File: config.mk
export PLATFORM = sky130hd
export DESIGN_NAME = uart_rx_stream_flat
export DESIGN_NICKNAME = d
export VERILOG_FILES = /design/src/rtl/uart_rx_stream_if.sv /design/src/rtl/uart_rx_stream.sv /design/src/flat_wrapper.sv
export SDC_FILE = /design/constraint.sdc
export NUM_CORES = 1
export LEC_CHECK = 0
export ABC_AREA = 1
export CAP_MARGIN = 20
export CORE_ASPECT_RATIO = 0.8
export CORE_UTILIZATION = 51
export CTS_BUF_LIST = sky130_fd_sc_hd__clkbuf_4
export CTS_CLUSTER_SIZE = 28
export DETAILED_ROUTE_END_ITERATION = 8
export PLACE_DENSITY = 0.72
export SYNTH_ARGS = -nofsm -noshare
export SYNTH_HDL_FRONTEND = slang
export SYNTH_SLANG_ARGS = --single-unit
export TNS_END_PERCENT = 5
File: constraint.sdc
create_clock -name clk100M -period 3.55 [get_ports clk100M]
set_input_delay 0.355 -clock clk100M [delete_from_list [all_inputs] [get_ports clk100M]]
set_output_delay 0.355 -clock clk100M [all_outputs]
set_load 0.05 [all_outputs]
File: src/rtl/uart_rx_stream_if.sv
// Byte-stream handshake and status bundle for the uart_rx_stream receiver.
// master: receiver side; slave: line driver / byte consumer side.
`timescale 1ns/1ps
interface uart_rx_stream_if;
  logic       uartRx;
  logic [7:0] dataOut;
  logic       dataValid;
  logic       dataReady;
  logic       frameError;
  logic       overrun;

  modport master (
    input  uartRx,
    input  dataReady,
    output dataOut,
    output dataValid,
    output frameError,
    output overrun
  );

  modport slave (
    output uartRx,
    output dataReady,
    input  dataOut,
    input  dataValid,
    input  frameError,
    input  overrun
  );
endinterface

File: src/rtl/uart_rx_stream.sv
// 8N1 oversampling UART receiver with valid/ready byte output and error pulses.
// Define UART_RX_FIFO_EN to replace the 1-entry holding register with a FifoDepth FWFT FIFO.
`timescale 1ns/1ps
module uart_rx_stream #(
  parameter int unsigned ClkFrequency = 100_000_000,
  parameter int unsigned BaudRate     = 115200,
  parameter int unsigned Oversample   = 16,
  parameter int unsigned FifoDepth    = 16
) (
  input  logic              clk100M,
  input  logic              rst,
  uart_rx_stream_if.master  bus
);

  localparam int unsigned Div  = ClkFrequency / (BaudRate * Oversample);
  localparam int unsigned DivW = (Div > 1) ? $clog2(Div) : 1;
  localparam int unsigned ScW  = $clog2(Oversample);
  localparam int unsigned Mid  = Oversample / 2 - 1;

  typedef enum logic [2:0] {StIdle, StStart, StData, StStop, StBreak} state_e;

  state_e            r_state, w_state_d;
  logic              r_rx_meta, r_rx_s;
  logic [DivW-1:0]   r_tick_cnt;
  logic [ScW-1:0]    r_sc;
  logic [2:0]        r_bit_idx;
  logic [7:0]        r_shift;
  logic              r_frame_err;
  logic              r_overrun;

  logic w_tick, w_sample;
  logic w_tick_clr, w_sc_clr, w_bit_clr, w_shift_en, w_byte_done, w_frame_err;

  always_ff @(posedge clk100M) begin
    if (rst) begin
      r_rx_meta <= 1'b1;
      r_rx_s    <= 1'b1;
    end else begin
      r_rx_meta <= bus.uartRx;
      r_rx_s    <= r_rx_meta;
    end
  end

  assign w_tick   = (r_tick_cnt == DivW'(Div - 1));
  assign w_sample = w_tick && (r_sc == ScW'(Mid));

  always_ff @(posedge clk100M) begin
    if (rst || w_tick_clr) begin
      r_tick_cnt <= '0;
    end else if (w_tick) begin
      r_tick_cnt <= '0;
    end else begin
      r_tick_cnt <= r_tick_cnt + 1'b1;
    end
  end

  // sc free-runs modulo Oversample from the start edge, so consecutive MID samples are one bit apart.
  always_ff @(posedge clk100M) begin
    if (rst || w_sc_clr) begin
      r_sc <= '0;
    end else if (w_tick) begin
      r_sc <= (r_sc == ScW'(Oversample - 1)) ? '0 : r_sc + 1'b1;
    end
  end

  always_ff @(posedge clk100M) begin
    if (rst) begin
      r_state <= StIdle;
    end else begin
      r_state <= w_state_d;
    end
  end

  always_comb begin
    w_state_d = r_state;
    case (r_state)
      StIdle:  if (!r_rx_s) w_state_d = StStart;
      StStart: if (w_sample) w_state_d = r_rx_s ? StIdle : StData;
      StData:  if (w_sample && (r_bit_idx == 3'd7)) w_state_d = StStop;
      StStop:  if (w_sample) w_state_d = r_rx_s ? StIdle : StBreak;
      StBreak: if (r_rx_s) w_state_d = StIdle;
      default: w_state_d = StIdle;
    endcase
  end

  always_comb begin
    w_tick_clr  = (r_state == StIdle) && !r_rx_s;
    w_sc_clr    = (r_state == StIdle);
    w_bit_clr   = (r_state == StStart);
    w_shift_en  = (r_state == StData) && w_sample;
    w_byte_done = (r_state == StStop) && w_sample && r_rx_s;
    w_frame_err = (r_state == StStop) && w_sample && !r_rx_s;
  end

  always_ff @(posedge clk100M) begin
    if (rst) begin
      r_bit_idx <= '0;
      r_shift   <= '0;
    end else if (w_bit_clr) begin
      r_bit_idx <= '0;
    end else if (w_shift_en) begin
      r_shift   <= {r_rx_s, r_shift[7:1]};
      r_bit_idx <= r_bit_idx + 1'b1;
    end
  end

  always_ff @(posedge clk100M) begin
    if (rst) begin
      r_frame_err <= 1'b0;
    end else begin
      r_frame_err <= w_frame_err;
    end
  end

  assign bus.frameError = r_frame_err;
  assign bus.overrun    = r_overrun;

`ifdef UART_RX_FIFO_EN
  localparam int unsigned PtrW = $clog2(FifoDepth);

  logic [7:0]    r_mem [FifoDepth];
  logic [PtrW:0] r_wr_ptr, r_rd_ptr;
  logic          w_empty, w_full, w_pop, w_push;

  assign w_empty = (r_wr_ptr == r_rd_ptr);
  assign w_full  = (r_wr_ptr[PtrW] != r_rd_ptr[PtrW]) &&
                   (r_wr_ptr[PtrW-1:0] == r_rd_ptr[PtrW-1:0]);
  assign w_pop   = !w_empty && bus.dataReady;
  // When full, a same-cycle pop frees the slot being written.
  assign w_push  = w_byte_done && (!w_full || w_pop);

  always_ff @(posedge clk100M) begin
    if (w_push) begin
      r_mem[r_wr_ptr[PtrW-1:0]] <= r_shift;
    end
  end

  always_ff @(posedge clk100M) begin
    if (rst) begin
      r_wr_ptr  <= '0;
      r_rd_ptr  <= '0;
      r_overrun <= 1'b0;
    end else begin
      if (w_push) r_wr_ptr <= r_wr_ptr + 1'b1;
      if (w_pop)  r_rd_ptr <= r_rd_ptr + 1'b1;
      r_overrun <= w_byte_done && w_full && !w_pop;
    end
  end

  assign bus.dataValid = !w_empty;
  assign bus.dataOut   = w_empty ? 8'h00 : r_mem[r_rd_ptr[PtrW-1:0]];
`else
  logic [7:0] r_data;
  logic       r_valid;
  logic       w_xfer;

  assign w_xfer = r_valid && bus.dataReady;

  always_ff @(posedge clk100M) begin
    if (rst) begin
      r_data    <= '0;
      r_valid   <= 1'b0;
      r_overrun <= 1'b0;
    end else begin
      r_overrun <= 1'b0;
      if (w_byte_done) begin
        if (!r_valid || w_xfer) begin
          r_data  <= r_shift;
          r_valid <= 1'b1;
        end else begin
          r_overrun <= 1'b1;
        end
      end else if (w_xfer) begin
        r_valid <= 1'b0;
      end
    end
  end

  assign bus.dataValid = r_valid;
  assign bus.dataOut   = r_data;
`endif

endmodule

File: src/flat_wrapper.sv
// flat-port wrapper written by rule: the top's interface ports become plain ports
module uart_rx_stream_flat 
#(
  parameter int unsigned ClkFrequency = 100_000_000,
  parameter int unsigned BaudRate     = 115200,
  parameter int unsigned Oversample   = 16,
  parameter int unsigned FifoDepth    = 16
)
  (clk100M, rst, bus_uartRx, bus_dataReady, bus_dataOut, bus_dataValid, bus_frameError, bus_overrun);
  uart_rx_stream_if bus_i ();
  input  logic clk100M;
  input  logic rst;
  input wire logic [$bits(bus_i.uartRx)-1:0] bus_uartRx;
  input wire logic [$bits(bus_i.dataReady)-1:0] bus_dataReady;
  output wire logic [$bits(bus_i.dataOut)-1:0] bus_dataOut;
  output wire logic [$bits(bus_i.dataValid)-1:0] bus_dataValid;
  output wire logic [$bits(bus_i.frameError)-1:0] bus_frameError;
  output wire logic [$bits(bus_i.overrun)-1:0] bus_overrun;
  assign bus_i.uartRx = bus_uartRx;
  assign bus_i.dataReady = bus_dataReady;
  assign bus_dataOut = bus_i.dataOut;
  assign bus_dataValid = bus_i.dataValid;
  assign bus_frameError = bus_i.frameError;
  assign bus_overrun = bus_i.overrun;
  uart_rx_stream #(.ClkFrequency(ClkFrequency), .BaudRate(BaudRate), .Oversample(Oversample), .FifoDepth(FifoDepth)) u_core (.clk100M(clk100M), .rst(rst), .bus(bus_i));
endmodule
### Word-level counts from Yosys, hierarchy flattened

Index checks and enable logic that the tools add are counted.

| word-level totals | value |
|---|---|
| output and inout port bits | 11 |
| word-level logic and storage cells | 65 |
| input port bits | 4 |
| bits in registers | 37 |

| operators by class | value |
|---|---|
| equal/unequal tests | 14 |
| reductions and logical operators | 22 |
| add/sub/neg operators | 3 |
| bitwise logic cells | 2 |
| mux-type cells | 13 |

Operators with widths:

| cell | number |
|---|---|
| $mux W3 | 6 |
| $pmux W3 S5 | 1 |
| $logic_and A1 B1 Y1 | 8 |
| $ne A2 B1 Y1 const B | 4 |
| $add A6 B1 Y6 const B | 1 |
| $eq A3 B2 Y1 const B | 2 |
| $eq A3 B3 Y1 const B | 2 |
| $eq A6 B6 Y1 const B | 1 |
| $reduce_and A2 Y1 | 3 |
| $reduce_or A2 Y1 | 3 |
| $reduce_and A5 Y1 | 1 |
| $add A4 B1 Y4 const B | 1 |
| $eq A4 B3 Y1 const B | 1 |
| $eq A4 B4 Y1 const B | 1 |
| $mux W1 | 4 |
| $mux W4 | 1 |
| $ne A2 B2 Y1 const B | 2 |
| $add A3 B1 Y3 const B | 1 |
| $eq A3 B1 Y1 const B | 1 |
| $logic_not A3 Y1 | 1 |
| $logic_or A1 B1 Y1 | 3 |
| $logic_not A1 Y1 | 2 |
| $mux W2 | 1 |
| $not A1 Y1 | 2 |
| $reduce_bool A2 Y1 | 1 |

### Logic depth before layout (Yosys ltp)

Gate-level depths: netlist of run 1.

| depth | value |
|---|---|
| word-level depth | 6 |
| depth in mapped cells | 11 |
| mapped depth without buffers | 10 |

### Worst setup path after synthesis of run 1

Ideal clock, no wire load.

| path | value |
|---|---|
| path kind | flip-flop to flip-flop |
| start | reg u_core.r_sc[0] |
| end | reg u_core.r_data[1] (netlist: u_core.bus.dataOut[1]) |
| path slack | 2.145 ns |
| data required time | 3.437 ns |
| clock period less this slack | 1.405 ns |
| library setup time | 0.113 ns |
| stages on the path, launching flop included | 10 |
| buffers on the path | 1 |
| arrival time | 1.293 ns |
| cells stage by stage | dfxtp_1 ha_1 nand2_1 nor2_1 nand2_4 clkinv_2 nand3_4 buf_6 nor2_1 nor2_1 |

| between the ends | value |
|---|---|
| cells in the longest elaborated chain, start to end | 5 |

Ends and longest elaborated chain:

| item | line | text |
|---|---|---|
| start: declaration | uart_rx_stream.sv:25 | `logic [ScW-1:0] r_sc;` |
| start signal: assignment | uart_rx_stream.sv:62 | `r_sc <= (r_sc == ScW'(Oversample - 1)) ? '0 : r_sc + 1'b1;` |
| $eq A4 B3 Y1 | uart_rx_stream.sv:45 | `assign w_sample = w_tick && (r_sc == ScW'(Mid));` |
| $logic_and A1 B1 Y1 | uart_rx_stream.sv:45 |  |
| $logic_and A1 B1 Y1 (2 in a row) | uart_rx_stream.sv:91 | `w_byte_done = (r_state == StStop) && w_sample && r_rx_s;` |
| $reduce_and A2 Y1 (no source line) | -- |  |
| end signal: assignment | uart_rx_stream.sv:168 | `r_data <= r_shift;` |
| end: declaration | uart_rx_stream.sv:153 | `logic [7:0] r_data;` |

No other way between the ends.
A chain may end at the register's enable or synchronous reset.

### Worst setup path after layout of run 1

| path | value |
|---|---|
| start | reg u_core.r_valid (netlist: u_core.bus.dataValid) |
| end | out bus_dataValid |

RTL lines:

| item | line | text |
|---|---|---|
| start: declaration | uart_rx_stream.sv:154 | `logic r_valid;` |
| start signal: assignment | uart_rx_stream.sv:162 | `r_valid <= 1'b0;` |
| start signal: assignment | uart_rx_stream.sv:169 | `r_valid <= 1'b1;` |
| start signal: assignment | uart_rx_stream.sv:174 | `r_valid <= 1'b0;` |
| end: declaration | flat_wrapper.sv:16 | `output wire logic [$bits(bus_i.dataValid)-1:0] bus_dataValid;` |

No word-level cell between the ends.

==> results of run 1 <==
[sequential cells by signal (all words and copies together) (netlist names)]
| name | count |
|---|---|
| u_core.bus.overrun | 1 |
| u_core.r_bit_idx | 3 |
| u_core.r_rx_meta | 1 |
| u_core.r_rx_s | 1 |
| u_core.r_shift | 8 |
| u_core.r_state | 3 |
| u_core.bus.frameError | 1 |
| u_core.bus.dataOut | 8 |
| u_core.r_tick_cnt | 6 |
| u_core.bus.dataValid | 1 |
| u_core.r_sc | 4 |
[placed cells by master, fill, tap and decap left out, types with 2 or more instances in the layout]
cell / count
nor3b_1: 2
nand2_1: 36
nor4_1: 2
nand3_1: 13
clkdlybuf4s50_1: 14
o21ai_0: 11
nor2_1: 45
or2_2: 4
ha_1: 5
dfxtp_1: 37
inv_2: 3
a21oi_1: 10
nand2_2: 3
clkbuf_4: 6
nand4_1: 2
inv_1: 19
clkinv_2: 3
nor2_4: 2
[through the flow]
stage	power [uW]	utilization (%)
after floorplan	465	-
after global placement	475	61.0
after detailed placement	477	61.0
after CTS	689	62.9
after global routing	720	62.9
final	686	62.9
[worst paths after layout]
kind                   startpoint                   to  slack, ps
min reg2reg      u_core.r_rx_meta        u_core.r_rx_s        420
min              u_core.r_rx_meta        u_core.r_rx_s        420
max          u_core.bus.dataValid        bus_dataValid       1670
max reg2reg  u_core.r_tick_cnt[0]  u_core.r_bit_idx[1]       1850
[kinds of logic after synthesis]
| family | count (synthesis) | share of synthesized area [%] |
|---|---|---|
| AND/OR/NAND/NOR | 115 | 33.8 |
| flip-flops | 37 | 46.9 |
| buffers and inverters | 27 | 7.29 |
| adder cells (fa/ha/maj) | 5 | 3.96 |
| XOR/XNOR | 1 | 0.555 |
| AO/OA/AOI/OAI | 23 | 7.53 |
[power by group]
part	total (uW)	switching (uW)	internal (uW)
clock	218	135	83.1
combinational	40.5	26.3	14.2
sequential	428	6.58	421
[routing by layer]
layer | vias up | wire length, um
li1 | 698 | -
met1 | 585 | 1420
met2 | 32 | 1260
met3 | 6 | 154
met4 | 0 | 40
met5 | - | 0
[final cells by class]
cell class	count	area (um2)	area share [%]
Tap cell	38	47.5	2.65
Sequential cell	37	741	41.3
Timing Repair Buffer	14	140	7.81
Inverter	23	87.6	4.88
Clock inverter	2	10.0	0.558
Multi-Input combinational cell	144	723	40.3
Clock buffer	6	45.0	2.51
[worst reg2reg max path, stage by stage (launching register included)]
cell     delay, ps
dfxtp_1        410
ha_1           180
nand3_2        100
nor2_4         210
nand2_4        120
nor2_4         240
inv_2          150
nand2_1        100
a21oi_1         80
==> out/qor.csv, run 1 <==
stage,metric,value,unit
run_status,status,"finished, final reports clean",
logic_synthesis,list of most frequent post-synthesis cells,"nor2_1, dfxtp_1, nand2_1",
sta,Hold Fails Final Rpt,0,
layout,"non-filler cells, final",264,
routing,via count,1321,
pwr,Leak,0.000810,uW
grt,global routing's busiest layer,met2,
sta,hold_ws,415,ps
grt,remaining global-route overflow,0,
place,HPWL after detailed placement,2.00,mm
clock_tree,maximum clock path buffer count,2,
die,Core Area,2850,um2
clock_tree,cts repair resizes,0,
routing,Final ANT Viol Nets,0,
logic_synthesis,largest cells by area after synthesis,"dfxtp_1, nor2_1, nand2_1",
logic_synthesis,Yosys top cell area share,46.9,%
clock_tree,CTS H-tree depth,2,
pwr,Power Dens Cells,382,nW/um2
flow_run,max capacitance violation total,0,
routing,DR WL/cell,10.9,um
worst_setup_path,critical path arrival,1530,ps
sta,fin. max-slew vios,0,
place,Buffers on Ports,14,
logic_synthesis,syn_nets,217,
worst_setup_path,Crit Path Class,reg -> out,
logic_synthesis,top_reg_cell synth,dfxtp_1,
routing,DRC Markers,0,
clock_tree,Post-CTS Repair Setup Buffers,0,
die,Initial Util,55.4,%
clock_tree,CTS tree,yes,
grt,first-pass GRT wire length,5.29,mm
grt,met3 GRT Util,7.24,%
logic_synthesis,Yosys cell types,29,
worst_setup_path,Worst path max stage delay,810,ps
layout,Final nets,234,
grt,pin count of the biggest net entering global routing,22,
layout,design area,1790,um2
clock_tree,CTS root buf,clkbuf_4,
worst_setup_path,Top delay family on crit path,buffers and inverters,
grt,GR met2 Demand/Resource,35.3,%
worst_setup_path,Crit. End Element,primary output,
sta,Max Clock Freq,531,MHz
layout,layout cells sized above 1,11.1,%
sta,Total Neg Setup Slack,0,ps
worst_setup_path,WP depth,1,
logic_synthesis,"EDFF count, synth",0,
clock_tree,# clock sinks,37,
pwr,Max VDD drop,285,uV
min_path,Hold WC Path Type,reg -> reg,
routing,drt first pass iters,4,
die,Die Y,51.8,um
logic_synthesis,Netlist Area Pre-Place,1580,um2
clock_tree,CTS Hold Bufs,0,
routing,DR iter-0 viols,134,
grt,Total GRT Usage,21.5,%
layout,Fillers,239,
worst_setup_path,worst endpoint required time,3190,ps
sta,setup ws final,1670,ps
logic_synthesis,"FF+latch count, synth",37,
clock_tree,Worst-Skew Late Latency,340,ps
logic_synthesis,Post-Syn Area per Cell,7.59,um2
sta,measured slew at the worst slew-check pin,596,ps
worst_setup_path,Critical Path Source Type,register,
logic_synthesis,post-synthesis sequential area ratio,46.9,%
worst_setup_path,CP max-delay cell,clkdlybuf4s50_1,
place,gpl congestion,0.847,
place,pre-CTS setup slack,1490,ps
logic_synthesis,cell with the most instances after synthesis,nor2_1,
routing,final WL,2.87,mm
worst_setup_path,largest fanout on the critical path,3,
die,die area,3320,um2
die,chip width,64.2,um
logic_synthesis,Gate Count Post-Synth,208,
sta,final clock period utilization by the worst path,53.1,%
logic_synthesis,"area leader, netlist",dfxtp_1,
worst_setup_path,crit-path cells,clkdlybuf4s50_1,
die,IO Pins,15,
sta,final clock skew,12.8,ps
grt,initial antenna violation count,0,
clock_tree,clock transition at the registers of the reported paths,110,ps
clock_tree,CTS buffer count,5,
sta,RSZ-0062 raised after global routing,false,
sta,min cycle time layout,1880,ps
layout,Inserted Diodes,0,
logic_synthesis,share of flip-flops with an asynchronous set or reset,0,%
layout,Synth-to-Final Area Change,13.6,%
worst_setup_path,FF-to-FF path depth,8,
place,DP Cell Count,256,
die,FP Rows,17,
worst_setup_path,CP bufs+invs,1,
sta,relative slew slack,60.2,%
min_path,worst hold path depth,1,
grt,vias in the first global route,1238,
grt,M1 GR Usage,26.5,%
logic_synthesis,Synth warnings,0,
place,Post-DP Area,1740,um2
routing,Via density,5.00,
sta,setup violators final,0,
No activity file was read; power rests on OpenSTA's default activity.
==> inputs of run 2 (changes only) <==
--- a/config.mk
+++ b/config.mk
@@ -12,7 +12,7 @@
 export CTS_BUF_LIST = sky130_fd_sc_hd__clkbuf_4
 export CTS_CLUSTER_SIZE = 28
 export DETAILED_ROUTE_END_ITERATION = 8
-export PLACE_DENSITY = 0.72
+export PLACE_DENSITY = 0.75
 export SYNTH_ARGS = -nofsm -noshare
 export SYNTH_HDL_FRONTEND = slang
 export SYNTH_SLANG_ARGS = --single-unit
==> constraint.sdc (replaced) <==
create_clock -name clk100M -period 1.6 [get_ports clk100M]
set_input_delay 0.16 -clock clk100M [delete_from_list [all_inputs] [get_ports clk100M]]
set_output_delay 0.16 -clock clk100M [all_outputs]
set_load 0.05 [all_outputs]
==> run 2 against run 1 <==
Non-clock buffer count up 12. Worst hold slack got worse by 39 ps. Wire length rose by 4.6%.
==> out/qor.csv, run 2 (synthesized netlist as in run 1, its figures left out) <==
stage,metric,value,unit
clock_tree,Worst-Skew Late Latency,350,ps
die,Initial Util,55.4,%
place,DP Cell Count,259,
clock_tree,CTS tree,yes,
worst_setup_path,Critical Path Source Type,register,
layout,"commonest non-fill, non-tap cell in the layout",nor2_1,
clock_tree,CTS H-tree depth,2,
clock_tree,clock transition at the registers of the reported paths,110,ps
run_status,status,"finished, final reports clean",
routing,Via density,5.01,
layout,layout cells sized above 1,22.7,%
routing,DR iter-0 viols,69,
grt,initial antenna violation count,0,
worst_setup_path,Crit Path Class,reg -> reg,
sta,RSZ-0062 raised after global routing,true,
routing,Final ANT Viol Nets,0,
sta,min cycle time layout,1560,ps
sta,fin. max-slew vios,0,
grt,Total GRT Usage,20.0,%
layout,Synth-to-Final Area Change,21.6,%
layout,Final nets,246,
layout,"non-filler cells, final",276,
min_path,hold endpoint,u_core.r_rx_meta,
min_path,start point of the worst hold path,bus_uartRx,
sta,measured slew at the worst slew-check pin,486,ps
sta,Total Neg Setup Slack,0,ps
worst_setup_path,end of the worst register-to-register path,u_core.r_shift[3],
clock_tree,CTS buffer count,5,
min_path,worst hold path depth,2,
routing,drt first pass iters,4,
pwr,Leak,0.000909,uW
routing,via count,1383,
die,chip width,64.2,um
layout,Inserted Diodes,0,
grt,remaining global-route overflow,0,
place,HPWL after detailed placement,2.08,mm
sta,Hold Fails Final Rpt,0,
routing,DR WL/cell,10.9,um
clock_tree,# clock sinks,37,
flow_run,max capacitance violation total,0,
min_path,Hold WC Path Type,in -> reg,
grt,pin count of the biggest net entering global routing,18,
grt,first-pass GRT wire length,4.86,mm
sta,Max Clock Freq,643,MHz
sta,final clock period utilization by the worst path,97.2,%
pwr,Power Dens Cells,880,nW/um2
routing,final WL,3.00,mm
worst_setup_path,critical path arrival,1850,ps
die,die area,3320,um2
pwr,Max VDD drop,630,uV
die,Die Y,51.8,um
clock_tree,CTS root buf,clkbuf_4,
worst_setup_path,reg-to-reg critical path startpoint,u_core.r_tick_cnt[1],
worst_setup_path,Crit. End Element,register,
worst_setup_path,largest fanout on the critical path,5,
grt,vias in the first global route,1157,
die,Core Area,2850,um2
clock_tree,maximum clock path buffer count,2,
die,IO Pins,15,
place,gpl congestion,0.825,
sta,setup violators final,0,
worst_setup_path,FF-to-FF path depth,10,
clock_tree,CTS Hold Bufs,0,
place,Buffers on Ports,14,
worst_setup_path,worst endpoint required time,1890,ps
sta,final clock skew,13.0,ps
layout,most frequent cells in the layout,"nor2_1, nand2_1, dfxtp_1",
routing,DRC Markers,0,
sta,relative slew slack,67.7,%
die,FP Rows,17,
worst_setup_path,R2R setup slack,40,ps
[run 2: cell types whose count changed in the layout (fill, tap and decap cells not counted), sizes merged]
cell,change
bufinv,+1
clkinv,-1
clkdlybuf4s50,-11
dlygate4sd2,+1
buf,+22
[run 2: power breakdown]
group / total (uW) / internal [uW] / switching (uW)
logic: 104 / 43.1 / 61.4
registers: 948 / 935 / 12.4
clock network: 637 / 342 / 295
[run 2: final cells by class]
cell class | instances | area (um2)
clock buffer | 6 | 45.0
sequential | 37 | 743
multi-input combinational | 144 | 741
timing repair buffer | 26 | 220
tap | 38 | 47.5
fill | 257 | 930
inverter | 23 | 90.1
clock inverter | 2 | 33.8
[run 2: routing by layer]
layer	vias to the layer above	global-route usage (%)	part of all wire, %
met5	-	0	0
met4	0	11.1	2.2
met3	8	5.92	4.9
met2	32	31.9	44
met1	617	24.5	49
li1	726	-	-
[run 2: repair_timing]
item | CTS | global route
buffers inserted | 0 | 9
setup endpoints to repair | 11 | 19
pin swaps | 0 | 4
gates resized for setup | 3 | 11
[run 2: worst max path at each step]
stage / start / slack (ps) / endpoint
after floorplan: u_core.r_sc[0] / 190 / u_core.bus.dataOut[1]
after global placement: u_core.r_sc[0] / 80 / u_core.r_shift[1]
after detailed placement: u_core.r_sc[0] / -50 / u_core.r_shift[1]
after CTS: u_core.r_tick_cnt[1] / 10 / u_core.r_shift[1]
after global routing: u_core.r_tick_cnt[1] / -70 / u_core.r_shift[3]
final: u_core.r_tick_cnt[1] / 40 / u_core.r_shift[3]
[run 2: critical path: stages (launching register included)]
cell and delay [ps]:
dfxtp_2 340, inv_1 50, ha_2 160, nand3_2 80
nor2_4 200, nand2_4 100, nor2_4 160, buf_12 130
buf_4 100, o21ai_0 80, nor2_1 110
[run 2: through the flow]
step / util (%) / setup slack [ps] / instance area, um2 / hold WS, ps / power [uW]
2_1_floorplan: - / 195 / 1580 / 229 / 1030
3_3_place_gp: 60.9 / 80.7 / 1740 / 392 / 1060
3_5_place_dp: 60.9 / -51.0 / 1740 / 397 / 1060
4_1_cts: 63.8 / 11.1 / 1820 / 357 / 1700
5_1_grt: 67.4 / -73.2 / 1920 / 377 / 1760
6_report: 67.4 / 44.7 / 1920 / 376 / 1690
==> inputs of run 3 (changes only) <==
--- a/config.mk
+++ b/config.mk
@@ -13,6 +13,7 @@
 export CTS_CLUSTER_SIZE = 28
 export DETAILED_ROUTE_END_ITERATION = 8
 export PLACE_DENSITY = 0.75
+export REMOVE_ABC_BUFFERS = 1
 export SYNTH_ARGS = -nofsm -noshare
 export SYNTH_HDL_FRONTEND = slang
 export SYNTH_SLANG_ARGS = --single-unit
==> run 3 against run 2 <==
Wire length rose by 4.7%. Combinational power fell by 9%. Worst setup slack improved by 72 ps. Final cell count fell by 1.4%. Worst hold slack got worse by 13 ps. Cell area fell by 3.8%. Global-route usage rose by 0.59 points. Non-clock buffer count fell by 5. Sequential power barely moved. Die area did not move. First-iteration DRC count fell by 13%. Critical path type unchanged. Critical endpoint is now u_core.r_tick_cnt[5].
==> out/qor.csv, run 3 (synthesized netlist as in run 1, its figures left out) <==
stage,metric,value,unit
routing,DRC Markers,0,
flow_run,max capacitance violation total,0,
die,Die Y,51.8,um
pwr,Sw Ratio,26.1,%
sta,fin. max-slew vios,0,
sta,RSZ-0062 raised after global routing,false,
clock_tree,CTS Hold Bufs,0,
clock_tree,CTS H-tree depth,2,
worst_setup_path,crit-path cells,inv_1 -> ha_1 -> nand3_2 -> nor2_4 -> buf_4 -> inv_2 -> o211ai_1 -> nor3b_1,
grt,Total GRT Usage,20.6,%
grt,remaining global-route overflow,0,
routing,Final ANT Viol Nets,0,
pwr,Flop pwr share,61.6,%
pwr,overall power,1540,uW
routing,Via density,5.02,
layout,Post-Route Utilization,64.8,%
worst_setup_path,Critical Path Source Type,register,
worst_setup_path,Worst path max stage delay,350,ps
clock_tree,CTS buffer count,5,
grt,pin count of the biggest net entering global routing,17,
layout,most frequent cells in the layout,"nor2_1, nand2_1, dfxtp_1",
worst_setup_path,CP max-delay cell,dfxtp_2,
worst_setup_path,Top delay family on crit path,simple AND/OR/NAND/NOR gates,
run_status,status,"finished, final reports clean",
min_path,Hold WC Path Type,in -> reg,
place,Buffers on Ports,14,
pwr,internal power,1140,uW
clock_tree,CTS root buf,clkbuf_4,
worst_setup_path,worst endpoint required time,1870,ps
sta,final clock skew,12.1,ps
layout,Fillers,261,
sta,measured slew at the worst slew-check pin,515,ps
sta,relative slew slack,65.5,%
clock_tree,Worst-Skew Late Latency,360,ps
min_path,start point of the worst hold path,bus_uartRx,
sta,setup violators final,0,
layout,layout cells sized above 1,20.9,%
sta,final clock period utilization by the worst path,92.7,%
routing,final WL,3.14,mm
die,die area,3320,um2
clock_tree,maximum clock path buffer count,2,
worst_setup_path,largest fanout on the critical path,6,
worst_setup_path,reg-to-reg critical path startpoint,u_core.r_tick_cnt[1],
die,FP Rows,17,
pwr,Power Dens Cells,834,nW/um2
pwr,Max VDD drop,550,uV
layout,Final nets,242,
routing,via count,1366,
grt,vias in the first global route,1230,
sta,Hold Fails Final Rpt,0,
pwr,switching power,402,uW
clock_tree,# clock sinks,37,
worst_setup_path,CP bufs+invs,3,
worst_setup_path,Crit Path Class,reg -> reg,
place,gpl congestion,0.876,
routing,DR iter-0 viols,60,
clock_tree,CTS tree,yes,
layout,Inserted Diodes,0,
grt,initial antenna violation count,0,
routing,drt first pass iters,4,
die,chip width,64.2,um
worst_setup_path,Crit. End Element,register,
layout,Synth-to-Final Area Change,17.0,%
worst_setup_path,Critical Path Start,u_core.r_tick_cnt[1],
clock_tree,clock transition at the registers of the reported paths,110,ps
place,HPWL after detailed placement,2.16,mm
die,Core Area,2850,um2
pwr,clock share of power,32.2,%
die,Initial Util,55.4,%
pwr,combinational share of power,6.2,%
sta,min cycle time layout,1480,ps
die,IO Pins,15,
worst_setup_path,critical path arrival,1760,ps
sta,Max Clock Freq,674,MHz
pwr,Leak,0.000866,uW
routing,DR WL/cell,11.6,um
grt,first-pass GRT wire length,5.04,mm
layout,"commonest non-fill, non-tap cell in the layout",nor2_1,
## run 3: changes by cell type in the layout (fill, tap and decap cells not counted), moves of 2 or more
cell,change
clkinv_2,+2
nor2_2,-2
buf_4,-2
nor2_1,+2
## run 3: layout make-up
cell class | instances | area, um2 | area share (%)
clock inverter | 3 | 17.5 | 0.948
multi-input combinational | 145 | 748 | 40.5
clock buffer | 5 | 37.5 | 2.03
sequential | 37 | 744 | 40.3
inverter | 23 | 87.6 | 4.74
timing repair buffer | 21 | 165 | 8.94
tap | 38 | 47.5 | 2.57
## run 3: timing repair
| action | in CTS | in global routing |
|---|---|---|
| hold endpoints to repair | 0 | 0 |
| pin swaps | 1 | 2 |
| endpoints found under the setup margin | 10 | 24 |
| resized for setup | 0 | 7 |
| cloned | 0 | 1 |
| setup buffers | 3 | 1 |
## run 3: final timing paths
| check | to | slack [ps] | depth (start not counted) |
|---|---|---|---|
| setup / recovery | u_core.r_tick_cnt[5] | 120 | 8 |
| hold / removal | u_core.r_rx_meta | 360 | 2 |
| setup reg to reg | u_core.r_tick_cnt[5] | 120 | 8 |
| hold reg to reg | u_core.r_rx_s | 430 | 1 |
## run 3: layer usage
layer  GRT usage, %  up-vias  part of all wire [%]
met1           24.1      614                    48
met4           11.9        0                   3.1
met3           6.14       12                   4.4
met2           34.0       29                    44
li1               -      711                     -
met5              0        -                     0
## run 3: metrics by stage
stage / worst slack [ps] / area [um2] / hold slack [ps] / TNS (ps) / std cells
final: 116 / 1850 / 363 / 0 / 272
after global routing: 4.11 / 1850 / 368 / 0 / 272
after CTS: 3.60 / 1810 / 361 / 0 / 270
after detailed placement: -61.1 / 1730 / 400 / -355 / 259
after global placement: 74.5 / 1730 / 397 / 0 / 259
after floorplan: 189 / 1550 / 229 / 0 / 204
## run 3: power groups by stage
stage / clock (uW) / sequential (uW) / combinational (uW)
after detailed placement: 0 / 969 / 90.7
after global placement: 0 / 968 / 87.7
after floorplan: 0 / 967 / 63.5
after CTS: 502 / 948 / 91.2
final: 497 / 949 / 95.1
after global routing: 536 / 952 / 108
